$ cat config.mk
export PLATFORM = sky130hd
export DESIGN_NAME = bn128_multiexp_loader
export DESIGN_NICKNAME = d
export VERILOG_FILES = /design/src/rtl/bn128_pkg.sv /design/src/rtl/bn128_loader_out_stage.sv /design/src/rtl/bn128_multiexp_loader.sv
export SDC_FILE = /design/constraint.sdc
export NUM_CORES = 2
export LEC_CHECK = 0
export ABC_AREA = 1
export CAP_MARGIN = 25
export CORE_ASPECT_RATIO = 0.5
export CORE_MARGIN = 1.5
export CORE_UTILIZATION = 28
export DETAILED_ROUTE_END_ITERATION = 10
export GPL_ROUTABILITY_DRIVEN = 0
export HOLD_SLACK_MARGIN = 0.02
export MAX_ROUTING_LAYER = met4
export PLACE_DENSITY = 0.47
export SLEW_MARGIN = 5
export SYNTH_ARGS = -nofsm -noshare
export SYNTH_HDL_FRONTEND = slang
export SYNTH_HIERARCHICAL = 1
export SYNTH_SLANG_ARGS = --single-unit
$ cat constraint.sdc
create_clock -name i_clk -period 3.4 [get_ports i_clk]
set_input_delay 0.85 -clock i_clk [delete_from_list [all_inputs] [get_ports i_clk]]
set_output_delay 0.85 -clock i_clk [all_outputs]
set_load 0.01 [all_outputs]
$ cat src/rtl/bn128_pkg.sv
// Shared bn128 types: field element, affine point and the base-field modulus.
package bn128_pkg;

    localparam int DAT_BITS = 256;
    localparam int CNT_BITS = 64;

    typedef logic [255:0] fe_t;

    // Affine point; x occupies the low half so the packed image is {y, x}.
    typedef struct packed {
        fe_t y;
        fe_t x;
    } affine_t;

    // bn128 base-field modulus.
    localparam fe_t P = 256'h30644e72e131a029b85045b68181585d97816a916871ca8d3c208c16d87cfd47;

    // True when v is a canonical residue modulo m.
    function automatic logic fe_in_range(input fe_t v, input fe_t m);
        return (v < m);
    endfunction

endpackage

$ cat src/rtl/bn128_loader_out_stage.sv
// Paired scalar/point holding register. Both valids rise together on load and
// clear independently on their own handshake. o_free tells the loader whether
// a new element could be loaded in this very cycle.
module bn128_loader_out_stage #(
    parameter int DAT_BITS = 256
) (
    input  logic                  i_clk,
    input  logic                  i_rst,
    input  logic                  i_load,
    input  logic [DAT_BITS-1:0]   i_scl,
    input  logic [2*DAT_BITS-1:0] i_pnt,
    input  logic                  i_scl_rdy,
    input  logic                  i_pnt_rdy,
    output logic                  o_scl_val,
    output logic [DAT_BITS-1:0]   o_scl_dat,
    output logic                  o_pnt_val,
    output logic [2*DAT_BITS-1:0] o_pnt_dat,
    output logic                  o_free
);

    logic                  r_scl_val;
    logic [DAT_BITS-1:0]   r_scl_dat;
    logic                  r_pnt_val;
    logic [2*DAT_BITS-1:0] r_pnt_dat;

    // Free when every asserted valid is low or being taken this cycle.
    assign o_free = (~r_scl_val | i_scl_rdy) & (~r_pnt_val | i_pnt_rdy);

    // Holding registers: load both halves together, retire each on its own handshake.
    always_ff @(posedge i_clk) begin
        if (i_rst) begin
            r_scl_val <= 1'b0;
            r_scl_dat <= '0;
            r_pnt_val <= 1'b0;
            r_pnt_dat <= '0;
        end else if (i_load) begin
            r_scl_val <= 1'b1;
            r_scl_dat <= i_scl;
            r_pnt_val <= 1'b1;
            r_pnt_dat <= i_pnt;
        end else begin
            if (r_scl_val && i_scl_rdy) begin
                r_scl_val <= 1'b0;
            end
            if (r_pnt_val && i_pnt_rdy) begin
                r_pnt_val <= 1'b0;
            end
        end
    end

    assign o_scl_val = r_scl_val;
    assign o_scl_dat = r_scl_dat;
    assign o_pnt_val = r_pnt_val;
    assign o_pnt_dat = r_pnt_dat;

endmodule

$ cat src/rtl/bn128_multiexp_loader.sv
// Host-beat to scalar/point stream loader for the bn128 multiexp wrapper.
// Each element is three beats {scalar(sop), X, Y(eop)}; elements are counted
// against a programmed total and o_done pulses once all have been handed off.
// Optional feature: define BN128_LOADER_RANGE_CHECK_EN to drop elements whose
// X or Y coordinate is not below the modulus P.
module bn128_multiexp_loader
    import bn128_pkg::*;
#(
    parameter int  DAT_BITS = 256,
    parameter int  CNT_BITS = 64,
    parameter fe_t P        = bn128_pkg::P
) (
    input  logic                  i_clk,
    input  logic                  i_rst,
    input  logic                  i_start,
    input  logic [CNT_BITS-1:0]   i_num_in,
    input  logic                  i_dat_val,
    input  logic                  i_dat_sop,
    input  logic                  i_dat_eop,
    input  logic [DAT_BITS-1:0]   i_dat,
    output logic                  o_dat_rdy,
    output logic                  o_scl_val,
    output logic [DAT_BITS-1:0]   o_scl_dat,
    input  logic                  i_scl_rdy,
    output logic                  o_pnt_val,
    output logic [2*DAT_BITS-1:0] o_pnt_dat,
    input  logic                  i_pnt_rdy,
    output logic                  o_busy,
    output logic                  o_done,
    output logic                  o_err
);

    typedef enum logic [2:0] {
        S_IDLE = 3'd0,
        S_SCL  = 3'd1,
        S_PX   = 3'd2,
        S_PY   = 3'd3,
        S_DONE = 3'd4
    } state_t;

    state_t                r_state;
    state_t                w_state_nxt;
    logic [CNT_BITS-1:0]   r_cnt;
    logic [CNT_BITS-1:0]   r_num;
    logic [DAT_BITS-1:0]   r_scl;
    logic [DAT_BITS-1:0]   r_x;
    logic                  r_err;
    logic                  r_busy;
    logic                  r_done;

    logic                  w_rdy;
    logic                  w_free;
    logic                  w_load;
    logic                  w_err_set;
    logic                  w_scl_store;
    logic                  w_x_store;
    logic                  w_cnt_inc;
    logic                  w_start_acc;
    logic                  w_range_bad;

`ifdef BN128_LOADER_RANGE_CHECK_EN
    // Combinational compare on the Y beat keeps the load latency unchanged.
    assign w_range_bad = ~fe_in_range(r_x, P) | ~fe_in_range(i_dat, P);
`else
    // No range check in this build; the term folds to zero and P drops out.
    assign w_range_bad = 1'b0 & (|P);
`endif

    // State register.
    always_ff @(posedge i_clk) begin
        if (i_rst) begin
            r_state <= S_IDLE;
        end else begin
            r_state <= w_state_nxt;
        end
    end

    // Next-state, beat readiness and datapath strobes.
    always_comb begin
        w_state_nxt = r_state;
        w_rdy       = 1'b0;
        w_load      = 1'b0;
        w_err_set   = 1'b0;
        w_scl_store = 1'b0;
        w_x_store   = 1'b0;
        w_cnt_inc   = 1'b0;
        w_start_acc = 1'b0;
        case (r_state)
            S_IDLE: begin
                if (i_start) begin
                    w_start_acc = 1'b1;
                    w_state_nxt = (i_num_in == {CNT_BITS{1'b0}}) ? S_DONE : S_SCL;
                end else begin
                    w_state_nxt = S_IDLE;
                end
            end
            S_SCL: begin
                if (r_cnt == r_num) begin
                    // All elements loaded; finish once the last pair drains.
                    w_state_nxt = w_free ? S_DONE : S_SCL;
                end else begin
                    w_rdy = 1'b1;
                    if (i_dat_val) begin
                        if (i_dat_sop) begin
                            w_scl_store = 1'b1;
                            w_err_set   = i_dat_eop;
                            w_state_nxt = S_PX;
                        end else begin
                            w_err_set   = 1'b1;
                            w_state_nxt = S_SCL;
                        end
                    end else begin
                        w_state_nxt = S_SCL;
                    end
                end
            end
            S_PX: begin
                w_rdy = 1'b1;
                if (i_dat_val) begin
                    if (!i_dat_sop && !i_dat_eop) begin
                        w_x_store   = 1'b1;
                        w_state_nxt = S_PY;
                    end else begin
                        // Bad framing: drop the partial element, a sop beat restarts one.
                        w_err_set   = 1'b1;
                        w_scl_store = i_dat_sop;
                        w_state_nxt = i_dat_sop ? S_PX : S_SCL;
                    end
                end else begin
                    w_state_nxt = S_PX;
                end
            end
            S_PY: begin
                w_rdy = w_free;
                if (i_dat_val && w_free) begin
                    if (!i_dat_sop && i_dat_eop) begin
                        if (w_range_bad) begin
                            w_err_set = 1'b1;
                        end else begin
                            w_load    = 1'b1;
                            w_cnt_inc = 1'b1;
                        end
                        w_state_nxt = S_SCL;
                    end else begin
                        w_err_set   = 1'b1;
                        w_scl_store = i_dat_sop;
                        w_state_nxt = i_dat_sop ? S_PX : S_SCL;
                    end
                end else begin
                    w_state_nxt = S_PY;
                end
            end
            S_DONE: begin
                w_state_nxt = S_IDLE;
            end
            default: begin
                w_state_nxt = S_IDLE;
            end
        endcase
    end

    // Run bookkeeping, element holding registers and status flags.
    always_ff @(posedge i_clk) begin
        if (i_rst) begin
            r_cnt  <= '0;
            r_num  <= '0;
            r_scl  <= '0;
            r_x    <= '0;
            r_err  <= 1'b0;
            r_busy <= 1'b0;
            r_done <= 1'b0;
        end else begin
            r_busy <= (w_state_nxt != S_IDLE);
            r_done <= (w_state_nxt == S_DONE);
            if (w_start_acc) begin
                r_num <= i_num_in;
                r_cnt <= '0;
                r_err <= 1'b0;
            end else begin
                if (w_cnt_inc) begin
                    r_cnt <= r_cnt + {{(CNT_BITS-1){1'b0}}, 1'b1};
                end
                if (w_err_set) begin
                    r_err <= 1'b1;
                end
            end
            if (w_scl_store) begin
                r_scl <= i_dat;
            end
            if (w_x_store) begin
                r_x <= i_dat;
            end
        end
    end

    bn128_loader_out_stage #(
        .DAT_BITS (DAT_BITS)
    ) u_out_stage (
        .i_clk     (i_clk),
        .i_rst     (i_rst),
        .i_load    (w_load),
        .i_scl     (r_scl),
        .i_pnt     ({i_dat, r_x}),
        .i_scl_rdy (i_scl_rdy),
        .i_pnt_rdy (i_pnt_rdy),
        .o_scl_val (o_scl_val),
        .o_scl_dat (o_scl_dat),
        .o_pnt_val (o_pnt_val),
        .o_pnt_dat (o_pnt_dat),
        .o_free    (w_free)
    );

    assign o_dat_rdy = w_rdy;
    assign o_busy    = r_busy;
    assign o_done    = r_done;
    assign o_err     = r_err;

endmodule

==> Word-level counts from Yosys, hierarchy flattened <==
Index checks and enable logic that the tools add are counted.
{ "word_totals": {"ff_bits": 1416, "inputBits": 328, "output_inout_bits": 774, "word_cells": 77} }
{ "classes": {"add_sub_neg": 1, "n_eq_ne": 5, "mux": 41, "bitwise": 5, "n_reduce_logical": 13} }
{ "op_table": {"columns": ["op", "count"], "rows": [
  ["adder 64 x 1 -> 64 bit, second input constant", 1],
  ["equality test 64 bit", 1],
  ["logical NOT 64 bit", 1],
  ["two-way mux 1 bit", 27],
  ["two-way mux 3 bit", 9],
  ["one-hot mux 3 bit (4 select lines)", 1],
  ["one-hot mux 1 bit (3 select lines)", 3],
  ["equality test 3 x 2 -> 1 bit, second input constant", 2],
  ["logical AND 1 bit", 5],
  ["nonzero test 2 bit", 2],
  ["equality test 3 x 1 -> 1 bit, second input constant", 1],
  ["equality test 3 bit, second input constant", 1],
  ["logical NOT 3 bit", 1],
  ["nonzero test 3 bit", 1],
  ["logical NOT 1 bit", 2],
  ["two-way mux 2 bit", 1],
  ["NOT 1 bit", 2],
  ["OR 1 bit", 2],
  ["OR reduction 2 bit", 1],
  ["AND 1 bit", 1]
]} }

==> Longest topological paths before layout <==
{ "depth": {"depth_word": 7, "ltp_mapped": 16, "depth_no_buf": 16} }

==> Cells and area by module <==
The synthesis kept the hierarchy.
{ "modules_own_cells": {"columns": ["module", "instances", "cells_each", "area_each_um2", "seq_area_each_um2"], "rows": [
  ["bn128_loader_out_stage", 1, 3339, 26197.6, 15414.8],
  ["bn128_multiexp_loader", 1, 3450, 25064.0, 12932.4]
]} }

==> Worst setup path after synthesis <==
OpenSTA, ideal clock, no wires.
{ "synth_timing": {"path_kind": "in2reg", "from": "in i_pnt_rdy", "to": "reg u_out_stage.r_scl_dat[100], in the netlist u_out_stage/o_scl_dat[100]", "setup_time_ns": 0.116, "arrival_ns": 2.882, "required_time_ns": 3.284, "path_slack_ns": 0.402, "cell_stages": 15, "n_path_buf": 6, "cell_sequence": "inv_1 -> nand2_1 -> nand2_1 -> inv_1 -> nand2_1 -> nor3_4 -> clkbuf_1 -> buf_1 -> buf_2 -> inv_2 -> buf_6 -> buf_4 -> buf_2 -> nor2_1 -> nor2_1"} }
{ "synth_via": {"elab_chain_len": 5} }
{ "synth_rtl": {"columns": ["item", "line_no", "text"], "rows": [
  ["start, declared", "bn128_multiexp_loader.sv:27", "input logic i_pnt_rdy,"],
  ["OR 1 bit", "bn128_loader_out_stage.sv:27", "assign o_free = (~r_scl_val | i_scl_rdy) & (~r_pnt_val | i_pnt_rdy);"],
  ["AND 1 bit", "bn128_loader_out_stage.sv:27", null],
  ["net w_free", "bn128_multiexp_loader.sv:52", "logic w_free;"],
  ["logical AND 1 bit", "bn128_multiexp_loader.sv:135", "if (i_dat_val && w_free) begin"],
  ["two-way mux 1 bit (2 in a row)", null, null],
  ["net w_cnt_inc", "bn128_multiexp_loader.sv:57", "logic w_cnt_inc;"],
  ["end signal, assigned", "bn128_loader_out_stage.sv:38", "r_scl_dat <= i_scl;"],
  ["end, declared", "bn128_loader_out_stage.sv:22", "logic [DAT_BITS-1:0] r_scl_dat;"]
]} }
The timed path passes the listed nets, and every way through them passes these cells.
A chain may end at the register's enable or synchronous reset.

==> Final worst setup path <==
{ "layout_timing": {"from": "reg r_cnt[61]", "to": "out o_dat_rdy"} }
{ "layout_via": {"elab_chain_len": 3} }
{ "layout_rtl": {"columns": ["item", "line_no", "text"], "rows": [
  ["start, declared", "bn128_multiexp_loader.sv:43", "logic [CNT_BITS-1:0] r_cnt;"],
  ["start signal, assigned", "bn128_multiexp_loader.sv:181", "r_cnt <= r_cnt + {{(CNT_BITS-1){1'b0}}, 1'b1};"],
  ["equality test 64 bit", "bn128_multiexp_loader.sv:98", "if (r_cnt == r_num) begin"],
  ["two-way mux 1 bit", "bn128_multiexp_loader.sv:98", null],
  ["one-hot mux 1 bit (3 select lines)", "bn128_multiexp_loader.sv:88", "case (r_state)"],
  ["end, declared", "bn128_multiexp_loader.sv:21", "output logic o_dat_rdy,"]
]} }
No other way between the ends.

==> flow_summary.ini <==
[final_layout]
final_cells = 10300
layout_commonest_cell = nor2_1
nFillCells = 18900
regArea_um2 = 28400
syn_to_final_growth_pct = 37.4
nets = 8117
multi_input_area_um2 = 20200
mostFrequentLayoutCells = nor2_1 (2,726), dfxtp_1 (1,394), clkdlybuf4s50_1 (1,100), o21ai_0 (1,075), nand2_1 (336)
drive_above_1_share_pct = 6.86

[timing]
hold_violations = 0
min_period_ns = 3.23
tightest_slew_ns = 0.691
min_period_over_period_pct = 95.0
finalClockSkew_ns = 0.0664
fmax_mhz = 310
max_slew_margin_pct = 53.9
tns_ns = 0
rsz0062_at_grt = no
slew_violations = 0
setup_viol = 0

[synthesis]
syn-mean-instance-area_um2 = 7.55
synth.ff_latch_count = 1416
yosysSeqAreaShare_pct = 55.3
yosys_warnings = 6
ys_types = 38
synthCells = 6789
syn_nets = 7118
syn_area_um2 = 51300

[clocking]
clkSinkCount = 1416
cts.hold.buffers_added = 0
htreeDepth = 4
cts_tree = built
cts_root_buffer = clkbuf_16
post-cts-setup-buffers = 0
insertion_delay_ns = 0.79
numCtsBuffers = 145
clock_path_buffers = 4
path_clk_slew_ns = 0.06

[drt]
drt-total-wl_um = 222000
wire_per_inst_um = 21.5
vias_per_cell = 4.61
drt-pass1-iter-count = 5
route.vias.total = 47500
drtIter0Drc = 3548
drc = 0
ant_nets = 0

[floorplanning]
rows = 110
die_y_um = 306
die_x_um = 608
start_util_pct = 28.3
dieArea_um2 = 186000
io_pins = 1102
core-area_um2 = 181000

[power]
power_per_cell_area_nw_per_um2 = 504
p_leak_nw = 30.5
ir_drop_mv = 0.328

[critical_path]
r2r_slack_ns = 0.81
crit_required_ns = 2.55
crit_type = reg2out
startpoint_type = flip-flop
arrival_ns = 2.38
worstReg2RegStart = u_out_stage/o_pnt_val
r2r-end = r_scl[177]
cp-end-kind = output pin
cp_max_fo = 4
worstRegToRegCells = 14

[global_routing]
grt_max_degree = 131
grt_pass1_wl_um = 319000
antenna_found_initial = 10
overflow = 0
gr-usage-all-layers_pct = 23.6
grt_pass1_vias = 45000

[placement]
place_inst = 10000
dpl.hpwl_um = 161000
io_buffer_count = 1101

[run_status]
status = completed

[job]
cap_violations = 0

[hold_path]
min_path_type = reg2reg
min_from = r_x[20]
hold-path-endpoint = u_out_stage/o_pnt_dat[20]
min_path_cells = 2
flip-flops by register name, summed over array words and instances, names as in the netlist, 3 cells and up:
register,count
r_cnt,64
r_num,64
r_scl,256
r_state,3
r_x,256
u_out_stage/o_pnt_dat,512
u_out_stage/o_scl_dat,256
routing by layer:
metal / track usage, % / part of all wire (%)
met5: - / 0
met4: 8.64 / 4.1
met3: 2.84 / 3.3
met2: 40.9 / 50
met1: 28.1 / 42
synthesized netlist by cell type, drive strengths merged:
library cell / n / share of area [%]
inv: 175 / 1.3
nand3: 42 / 0.42
nand4: 30 / 0.37
nor3b: 3 / 0.063
xor2: 24 / 0.41
nor2: 2743 / 20
o21ai: 1370 / 13
nand2: 347 / 2.6
nand3b: 2 / 0.029
or2: 3 / 0.037
ha: 1 / 0.024
clkbuf: 294 / 2.2
a21oi: 111 / 1.1
xnor2: 4 / 0.068
clkinv: 3 / 0.024
dfxtp: 1416 / 55
and3: 2 / 0.024
buf: 160 / 2.0
a22oi: 1 / 0.015
nor3: 48 / 0.49
nor4: 6 / 0.085
a211oi: 1 / 0.015
a31oi: 3 / 0.037
report_power, final:
group          switching (W)  internal, W
registers           0.000194       0.0169
logic                0.00124     0.000828
clock network        0.00705      0.00929
total                0.00849       0.0270
metrics by stage:
step	util (%)	area (um^2)	total power [W]	worst slack, ns	hold WS (ns)
finish	39.0	70400	0.0355	0.170	0.454
global route	38.9	70400	0.0369	0.00653	0.482
CTS	38.9	70400	0.0360	0.00177	0.457
detailed placement	36.3	65700	0.0195	-0.0115	0.461
global placement	36.3	65700	0.0195	0.0664	0.457
floorplan	-	51300	0.0183	0.402	0.444
layout make-up:
cell class | count | area share, %
timing repair buffer | 1306 | 19.1
clock buffer | 206 | 6.02
tap | 2408 | 4.28
inverter | 178 | 1.01
clock inverter | 42 | 0.627
multi-input combinational | 4741 | 28.7
antenna | 7 | 0.0249
sequential | 1416 | 40.3
cell families (layout without fill, tap and decap cells):
group | count (synthesis) | count (layout) | synth area share (%)
buf+inv | 632 | 1732 | 5.45
flops | 1416 | 1416 | 55.3
compound gates | 1486 | 1486 | 14.5
fa+ha+maj | 1 | 1 | 0.0244
other cells | 0 | 7 | 0
xor+xnor | 28 | 28 | 0.478
simple gates | 3226 | 3226 | 24.2
repair_timing:
item,CTS,global route
resized for setup,39,8
endpoints found under the setup margin,1,1
pin swaps,6,4
critical path, cell delays in order, from the launching register on:
cell and delay [ns]:
dfxtp_4 0.37, inv_2 0.06, nand2_1 0.06, nand2_1 0.06, nor2_1 0.11, nand2_1 0.09, nor2_2 0.16, nand2_2 0.12
nor2_4 0.22, nand2_4 0.09, nand2_2 0.08, nand2_2 0.07, buf_2 0.15
worst max path at each step:
stage	from	endpoint	slack [ns]
2_1_floorplan	i_pnt_rdy	u_out_stage/o_scl_dat[100]	0.40
3_3_place_gp	i_pnt_rdy	r_cnt[61]	0.07
3_5_place_dp	i_pnt_rdy	r_cnt[38]	-0.01
4_1_cts	r_cnt[12]	o_dat_rdy	0.002
5_1_grt	r_cnt[61]	o_dat_rdy	0.007
6_report	r_cnt[61]	o_dat_rdy	0.17
Power figures use the tool's default switching activity.
